`src/rtl/dtw_accel_query_loader.sv`:
```
// Streams QUERY_LEN offset-binary samples from a FIFO into the query buffer and then kicks the DTW core.
// One write per pop, one cycle after it; stalls without timeout while the FIFO is empty.
module dtw_accel_query_loader #(
  parameter int DATA_WIDTH = 8,
  parameter int QUERY_LEN  = 250,
  parameter int ADDR_WIDTH = 8
) (
  input  logic                             ACLK,
  input  logic                             ARESET,
  input  logic                             load_start,
  input  logic                             abort,
  input  logic [DATA_WIDTH-1:0]            fifo_dout,
  input  logic                             fifo_empty,
  output logic                             fifo_rden,
  output logic                             q_wr_en,
  output logic [ADDR_WIDTH-1:0]            q_wr_addr,
  output logic [DATA_WIDTH-1:0]            q_wr_data,
  output logic [DATA_WIDTH+ADDR_WIDTH-1:0] q_sum,
  output logic                             dtw_start,
  input  logic                             dtw_done,
  output logic                             busy,
  output logic                             done
);

  localparam int CW = ADDR_WIDTH + 1;
  localparam int SW = DATA_WIDTH + ADDR_WIDTH;

  localparam logic [2:0] S_IDLE  = 3'd0;
  localparam logic [2:0] S_LOAD  = 3'd1;
  localparam logic [2:0] S_FLUSH = 3'd2;
  localparam logic [2:0] S_START = 3'd3;
  localparam logic [2:0] S_WAIT  = 3'd4;

  localparam logic [CW-1:0] LEN      = CW'(QUERY_LEN);
  localparam logic [CW-1:0] LEN_M1   = CW'(QUERY_LEN - 1);
  localparam logic [CW-1:0] CNT_ONE  = CW'(1);

  logic [2:0]            state_q, state_d;
  logic [CW-1:0]         count_q, count_d;
  logic [SW-1:0]         sum_q, sum_d;
  logic                  wr_en_q, wr_en_d;
  logic [ADDR_WIDTH-1:0] wr_addr_q, wr_addr_d;
  logic [DATA_WIDTH-1:0] wr_data_q, wr_data_d;

  logic                  pop;
  logic [DATA_WIDTH-1:0] conv;
  logic [SW-1:0]         conv_ext;

  // count holds 0..QUERY_LEN, so it is one bit wider than the buffer address
  assign pop       = (state_q == S_LOAD) && !fifo_empty && (count_q < LEN);
  assign fifo_rden = pop;

  assign conv     = {~fifo_dout[DATA_WIDTH-1], fifo_dout[DATA_WIDTH-2:0]};
  assign conv_ext = {{ADDR_WIDTH{conv[DATA_WIDTH-1]}}, conv};

  always_comb begin
    state_d   = state_q;
    count_d   = count_q;
    sum_d     = sum_q;
    wr_en_d   = 1'b0;
    wr_addr_d = wr_addr_q;
    wr_data_d = wr_data_q;
    // abort wins: a sample popped in the abort cycle is dropped, and count/sum keep their values
    if (abort) begin
      state_d = S_IDLE;
    end else begin
      case (state_q)
        S_IDLE: begin
          if (load_start) begin
            state_d = S_LOAD;
            count_d = '0;
            sum_d   = '0;
          end
        end
        S_LOAD: begin
          if (pop) begin
            wr_en_d   = 1'b1;
            wr_addr_d = count_q[ADDR_WIDTH-1:0];
            wr_data_d = conv;
            sum_d     = sum_q + conv_ext;
            count_d   = count_q + CNT_ONE;
            if (count_q == LEN_M1) begin
              state_d = S_FLUSH;
            end
          end
        end
        S_FLUSH: state_d = S_START;
        S_START: state_d = S_WAIT;
        S_WAIT: begin
          if (dtw_done) begin
            state_d = S_IDLE;
          end
        end
        default: state_d = S_IDLE;
      endcase
    end
  end

  always_ff @(posedge ACLK or posedge ARESET) begin
    if (ARESET) begin
      state_q   <= S_IDLE;
      count_q   <= '0;
      sum_q     <= '0;
      wr_en_q   <= 1'b0;
      wr_addr_q <= '0;
      wr_data_q <= '0;
    end else begin
      state_q   <= state_d;
      count_q   <= count_d;
      sum_q     <= sum_d;
      wr_en_q   <= wr_en_d;
      wr_addr_q <= wr_addr_d;
      wr_data_q <= wr_data_d;
    end
  end

  assign q_wr_en   = wr_en_q;
  assign q_wr_addr = wr_addr_q;
  assign q_wr_data = wr_data_q;
  assign q_sum     = sum_q;
  assign dtw_start = (state_q == S_START) && !abort;
  assign done      = (state_q == S_WAIT) && dtw_done && !abort;
  assign busy      = (state_q != S_IDLE);

endmodule
```
`config.mk`:
```
export PLATFORM = sky130hd
export DESIGN_NAME = dtw_accel_query_loader
export DESIGN_NICKNAME = d
export VERILOG_FILES = /design/src/rtl/dtw_accel_query_loader.sv
export SDC_FILE = /design/constraint.sdc
export NUM_CORES = 1
export LEC_CHECK = 0
export ABC_CLOCK_PERIOD_IN_PS = 3100
export CELL_PAD_IN_SITES_DETAIL_PLACEMENT = 1
export CELL_PAD_IN_SITES_GLOBAL_PLACEMENT = 2
export CORE_MARGIN = 2
export CORE_UTILIZATION = 34
export CTS_CLUSTER_SIZE = 20
export DETAILED_ROUTE_END_ITERATION = 10
export GPL_TIMING_DRIVEN = 0
export PLACE_DENSITY = 0.82
export SYNTH_ARGS = -nofsm -noshare
export SYNTH_HDL_FRONTEND = slang
export SYNTH_SLANG_ARGS = --single-unit
```
`constraint.sdc`:
```
create_clock -name ACLK -period 3.1 [get_ports ACLK]
set_input_delay 0.465 -clock ACLK [delete_from_list [all_inputs] [get_ports ACLK]]
set_output_delay 0.465 -clock ACLK [all_outputs]
set_load 0.05 [all_outputs]
```
### Word-level counts from Yosys, hierarchy flattened

Cells that the tools add are included.

* bits in registers: 45
* input bits: 14
* output and inout port bits: 37
* logic and storage cells: 50

* add/sub/neg operators: 2
* order comparisons: 1
* equality and inequality tests: 11
* mux-type cells: 15
* bitwise gates (word level): 2
* reduce and logical (&&, ||, !) cells: 13

Operator list (number)
* two-way mux 16 bit: 2
* case mux 16 bit (2 select lines): 1
* two-way mux 9 bit: 2
* case mux 9 bit (2 select lines): 1
* adder 16 bit: 1
* two-way mux 3 bit: 5
* case mux 3 bit (5 select lines): 1
* adder 9 x 1 -> 9 bit, second input constant: 1
* == test 9 x 8 -> 1 bit, second input constant: 1
* less-than comparator 9 x 8 -> 1 bit, second input constant: 1
* != test 3 bit, second input constant: 3
* AND reduction 4 bit: 2
* == test 3 x 2 -> 1 bit, second input constant: 2
* logical AND 1 bit: 5
* != test 2 bit, second input constant: 2
* == test 3 x 1 -> 1 bit, second input constant: 1
* == test 3 bit, second input constant: 1
* logical NOT 3 bit: 1
* two-way mux 1 bit: 3
* != test 3 x 2 -> 1 bit, second input constant: 1
* AND reduction 3 bit: 1
* nonzero test 3 bit: 1
* logical NOT 1 bit: 2
* NOT 1 bit: 2
* nonzero test 2 bit: 1

### Depth between registers and ports, before layout

* depth after elaboration: 6
* gate-level depth with buffers: 9
* depth with buffers taken out: 9

### Least setup slack after synthesis

No wires, ideal clock.

* path kind: register -> register
* start: register sum_q[0], in the netlist q_sum[0]
* end: register sum_q[14], in the netlist q_sum[14]
* library setup time: 0.126 ns
* arrival time: 2.364 ns
* data required time: 2.974 ns
* slack: 0.610 ns
* cell stages (with the launch flop): 10
* buffers on the path: 0
* clock period less this slack: 2.490 ns
* cells stage by stage: dfrtp_1 > ha_1 > inv_1 > fa_1 > nor2b_1 > o31a_1 > o21a_1 > o211ai_1 > and4_1 > a311o_1

* cells in the longest elaborated chain, start to end: 3

Ends and longest elaborated chain
* from (decl): line 40 `logic [SW-1:0] sum_q, sum_d;`
* from (signal assigned): line 110 `sum_q <= sum_d;`
* adder 16 bit: line 80 `sum_d = sum_q + conv_ext;`
* two-way mux 16 bit: line 76 `if (pop) begin`
* case mux 16 bit (2 select lines): line 67 `case (state_q)`

No other way between the ends. The select of a mux whose other input is x is not followed.
A chain may end at the register's enable or synchronous reset.

### Worst setup path in the final report

* start: input fifo_dout[0]
* end: register sum_q[14], in the netlist q_sum[14]

* cells in the longest elaborated chain, start to end: 3

Ends and longest elaborated chain
* from (decl): line 12 `input logic [DATA_WIDTH-1:0] fifo_dout,`
* adder 16 bit: line 80
* two-way mux 16 bit: line 76
* case mux 16 bit (2 select lines): line 67

No other way between the ends. The select of a mux whose other input is x is not followed.

==> flow_metrics.tcl <==
set metrics [dict create \
    crit_chain "clkdlybuf4s50_1 > ha_1 > inv_1 > fa_1 > nor2b_1 > o31a_1 > o21a_1 > o211ai_1 > and4_1 > a311o_1" \
    postRouteWirelength_um 7695 \
    slew_violations 0 \
    hold_path.class "in -> async" \
    ys_seq_area_share_pct 40.78 \
    reg2reg_to "q_sum[14]$_DFFE_PP0P_" \
    power_density_mw_per_mm2 902.7 \
    cts-root-buf "clkbuf_8" \
    synth_async_sr_flop_share_pct 100.0 \
    grt_overflow 0 \
    ioPinCount 51 \
    cts_tree "yes" \
    ir_drop_mv 0.3846 \
    cp-end-kind "flop" \
    final_core_util_pct 44.87 \
    status "finished clean" \
    syn-mean-instance-area_um2 8.995 \
    clock.fmax_mhz 370.4 \
    start_kind "input port" \
    nets 397 \
    critical-path-slowest-cell "clkdlybuf4s50_1" \
    core_mm2 0.007807 \
    drcViolationCount 0 \
    fin_crit_ns 2.700 \
    synth_adder_area_share_pct 8.428 \
    synth-simple-area-share_pct 21.61 \
    grt_pass1_vias 2455 \
    setup_tns_ns 0 \
    netlist_area_mm2 0.002761 \
    maxSlewHeadroom_pct 60.21 \
    path_class "in -> reg" \
    crit_path_max_incr_delay_ns 0.49 \
    initial_core_util_pct 35.37 \
    hold_viol 0 \
    area_growth_pct 26.87 \
    post-route-period-util_pct 87.09 \
    row_count 32 \
    drive_gt1_share_pct 9.836 \
    cp_max_fo 3 \
    drv_cap 0 \
    p_leak_nw 1.623 \
    cts_resized 0 \
    layout_setup_ws_ns 0.4003 \
    required_ns 3.29 \
    vias 2494 \
    cts.sink_count 45 \
    drt_pass1_iterations 4 \
    synthCells 307 \
    synthFlopType "dfrtp_1" \
    finalSetupViolations 0 \
    place_ws_ns 0.08234 \
    synth-compound-area-share_pct 21.84 \
    synth_edf_count 0 \
    r2r_start "q_sum[0]$_DFFE_PP0P_" \
    dp.final_hpwl_um 5708 \
    power.total_mw 3.162 \
    worst_pin_slew_ns 0.5969 \
    drt_first_iter_violations 89 \
    n_fill_cell 943 \
    clkSlewWorstSetupHoldPaths_ns 0.10 \
    reg2reg_slack_ns 0.66 \
    synth_warnings 0 \
    synth_xor_area_share_pct 2.537 \
    die_h_um 94.12 \
    ys_seq_elements 45 \
    grt_max_degree 36 \
    rsz0062_at_grt "no" \
    io_buffers 50 \
    synthMuxAreaShare_pct 0 \
    drtAntennaViolNets 0 \
    grt_pass1_wl_um 12780 \
    routedWlPerCell_um 16.44 \
    cts_hold_buffers 0 \
    arrival_ns 2.89 \
    r2r_cells 9 \
    grt_usage_pct 18.38 \
    synth_top_family_by_area "compound AO/OA/AOI/OAI gates" \
    clk_path_buf_depth 2 \
    post_cts_buffers 0 \
    via_per_inst 5.329 \
    grt_antenna_before_repair 0 \
    dieArea_mm2 0.008859 \
    insertion_delay_ns 0.30 \
    cts_buffers 5 \
    htreeDepth 2 \
    dieWidth_um 94.12 \
    gp_congestion 0.8161 \
    skew_ns 0.006738 \
    insertedDiodeCount 0 \
    synth_cell_types 55 \
    syn-num-nets 339 \
]
worst max-delay path by stage:
stage	startpoint	slack [ns]	to
after global routing	fifo_dout[7]	0.19	q_sum[15]$_DFFE_PP0P_
after CTS	fifo_dout[7]	0.40	q_sum[14]$_DFFE_PP0P_
after global placement	fifo_dout[0]	0.09	q_sum[14]$_DFFE_PP0P_
final	fifo_dout[0]	0.40	q_sum[14]$_DFFE_PP0P_
after floorplan	q_sum[0]$_DFFE_PP0P_	0.61	q_sum[14]$_DFFE_PP0P_
after detailed placement	fifo_dout[7]	0.08	q_sum[14]$_DFFE_PP0P_
cell type report:
class | count | area (um2) | area share (%)
multi-input cells | 236 | 1503 | 42.89
flip-flops and latches | 45 | 1126 | 32.14
repair buffers | 51 | 520.5 | 14.86
well taps | 102 | 127.6 | 3.643
plain buffers | 12 | 80.08 | 2.286
clock buffers | 5 | 68.82 | 1.964
inverters | 14 | 52.55 | 1.500
clock inverters | 3 | 25.02 | 0.7143
worst max-delay path: cells and delay by family:
family	cells	cell delay [ns]
adder cells (fa/ha/maj)	2	0.61
AND/OR/NAND/NOR	2	0.43
buffers and inverters	2	0.56
AO/OA/AOI/OAI	4	0.80
where the power goes:
part           total [mW]  internal (mW)  switching, mW
Sequential          0.886          0.749          0.137
Combinational        1.88          0.684           1.19
Clock               0.399          0.163          0.235
layout by cell type (no fill, tap or decap), drive strengths merged, types with 5 or more instances in the layout:
master,count
clkbuf,6
nor2,15
nand3,19
a211oi,5
nor3,7
inv,15
o21a,6
dfrtp,45
clkdlybuf4s50,50
a21o,6
a21oi,13
and3,8
o31ai,6
and2,5
o211ai,6
nand2,59
o21ai,22
ha,17
buf,12
sequential cells by signal, indices dropped and copies added, names as in the netlist:
register	flops
q_sum	16
count_q	9
q_wr_addr	8
q_wr_data	8
state_q	3
q_wr_en	1
metrics by stage:
stage,hold WS [ns],area [um2],instances
floorplan,0.4543,2761,307
global placement,0.4598,3390,459
detailed placement,0.4676,3410,460
CTS,0.4139,3503,468
global route,0.4281,3503,468
finish,0.4147,3503,468
Yosys cell counts (2+ instances only):
cell / n / area share [%]
a211o_1: 2 / 0.63
a211oi_1: 3 / 0.82
a211oi_2: 2 / 0.91
a21o_1: 6 / 1.6
a21oi_1: 11 / 2.0
a21oi_2: 2 / 0.63
a31o_2: 3 / 0.95
a31oi_1: 2 / 0.45
and2_1: 4 / 0.91
and3_1: 8 / 1.8
buf_2: 7 / 1.3
buf_6: 3 / 1.2
dfrtp_1: 45 / 41
ha_1: 17 / 7.7
inv_1: 13 / 1.8
nand2_1: 58 / 7.9
nand3_1: 19 / 3.4
nand4_1: 2 / 0.45
nand4b_1: 2 / 0.63
nor2_1: 15 / 2.0
nor2b_1: 2 / 0.45
nor3_1: 7 / 1.3
o211ai_1: 5 / 1.4
o21a_1: 6 / 1.6
o21ai_0: 21 / 3.8
o31ai_1: 6 / 1.6
or3_1: 2 / 0.45
xnor2_1: 4 / 1.3
xor2_1: 4 / 1.3
logic make-up after synthesis:
group,after synthesis
and+or+nand+nor,126
buffers and inverters,26
adders and majority gates,18
DFF,45
AOI/OAI and AO/OA,84
xor gates and xnor gates,8
layer usage:
metal	global-route usage, %	up-vias	part of all wire [%]
met5	0	-	0
met1	27.30	1223	51
met3	2.167	6	3.9
li1	-	1211	-
met2	28.39	54	45
met4	4.469	0	0.95
(Power assumes the default switching activity.)
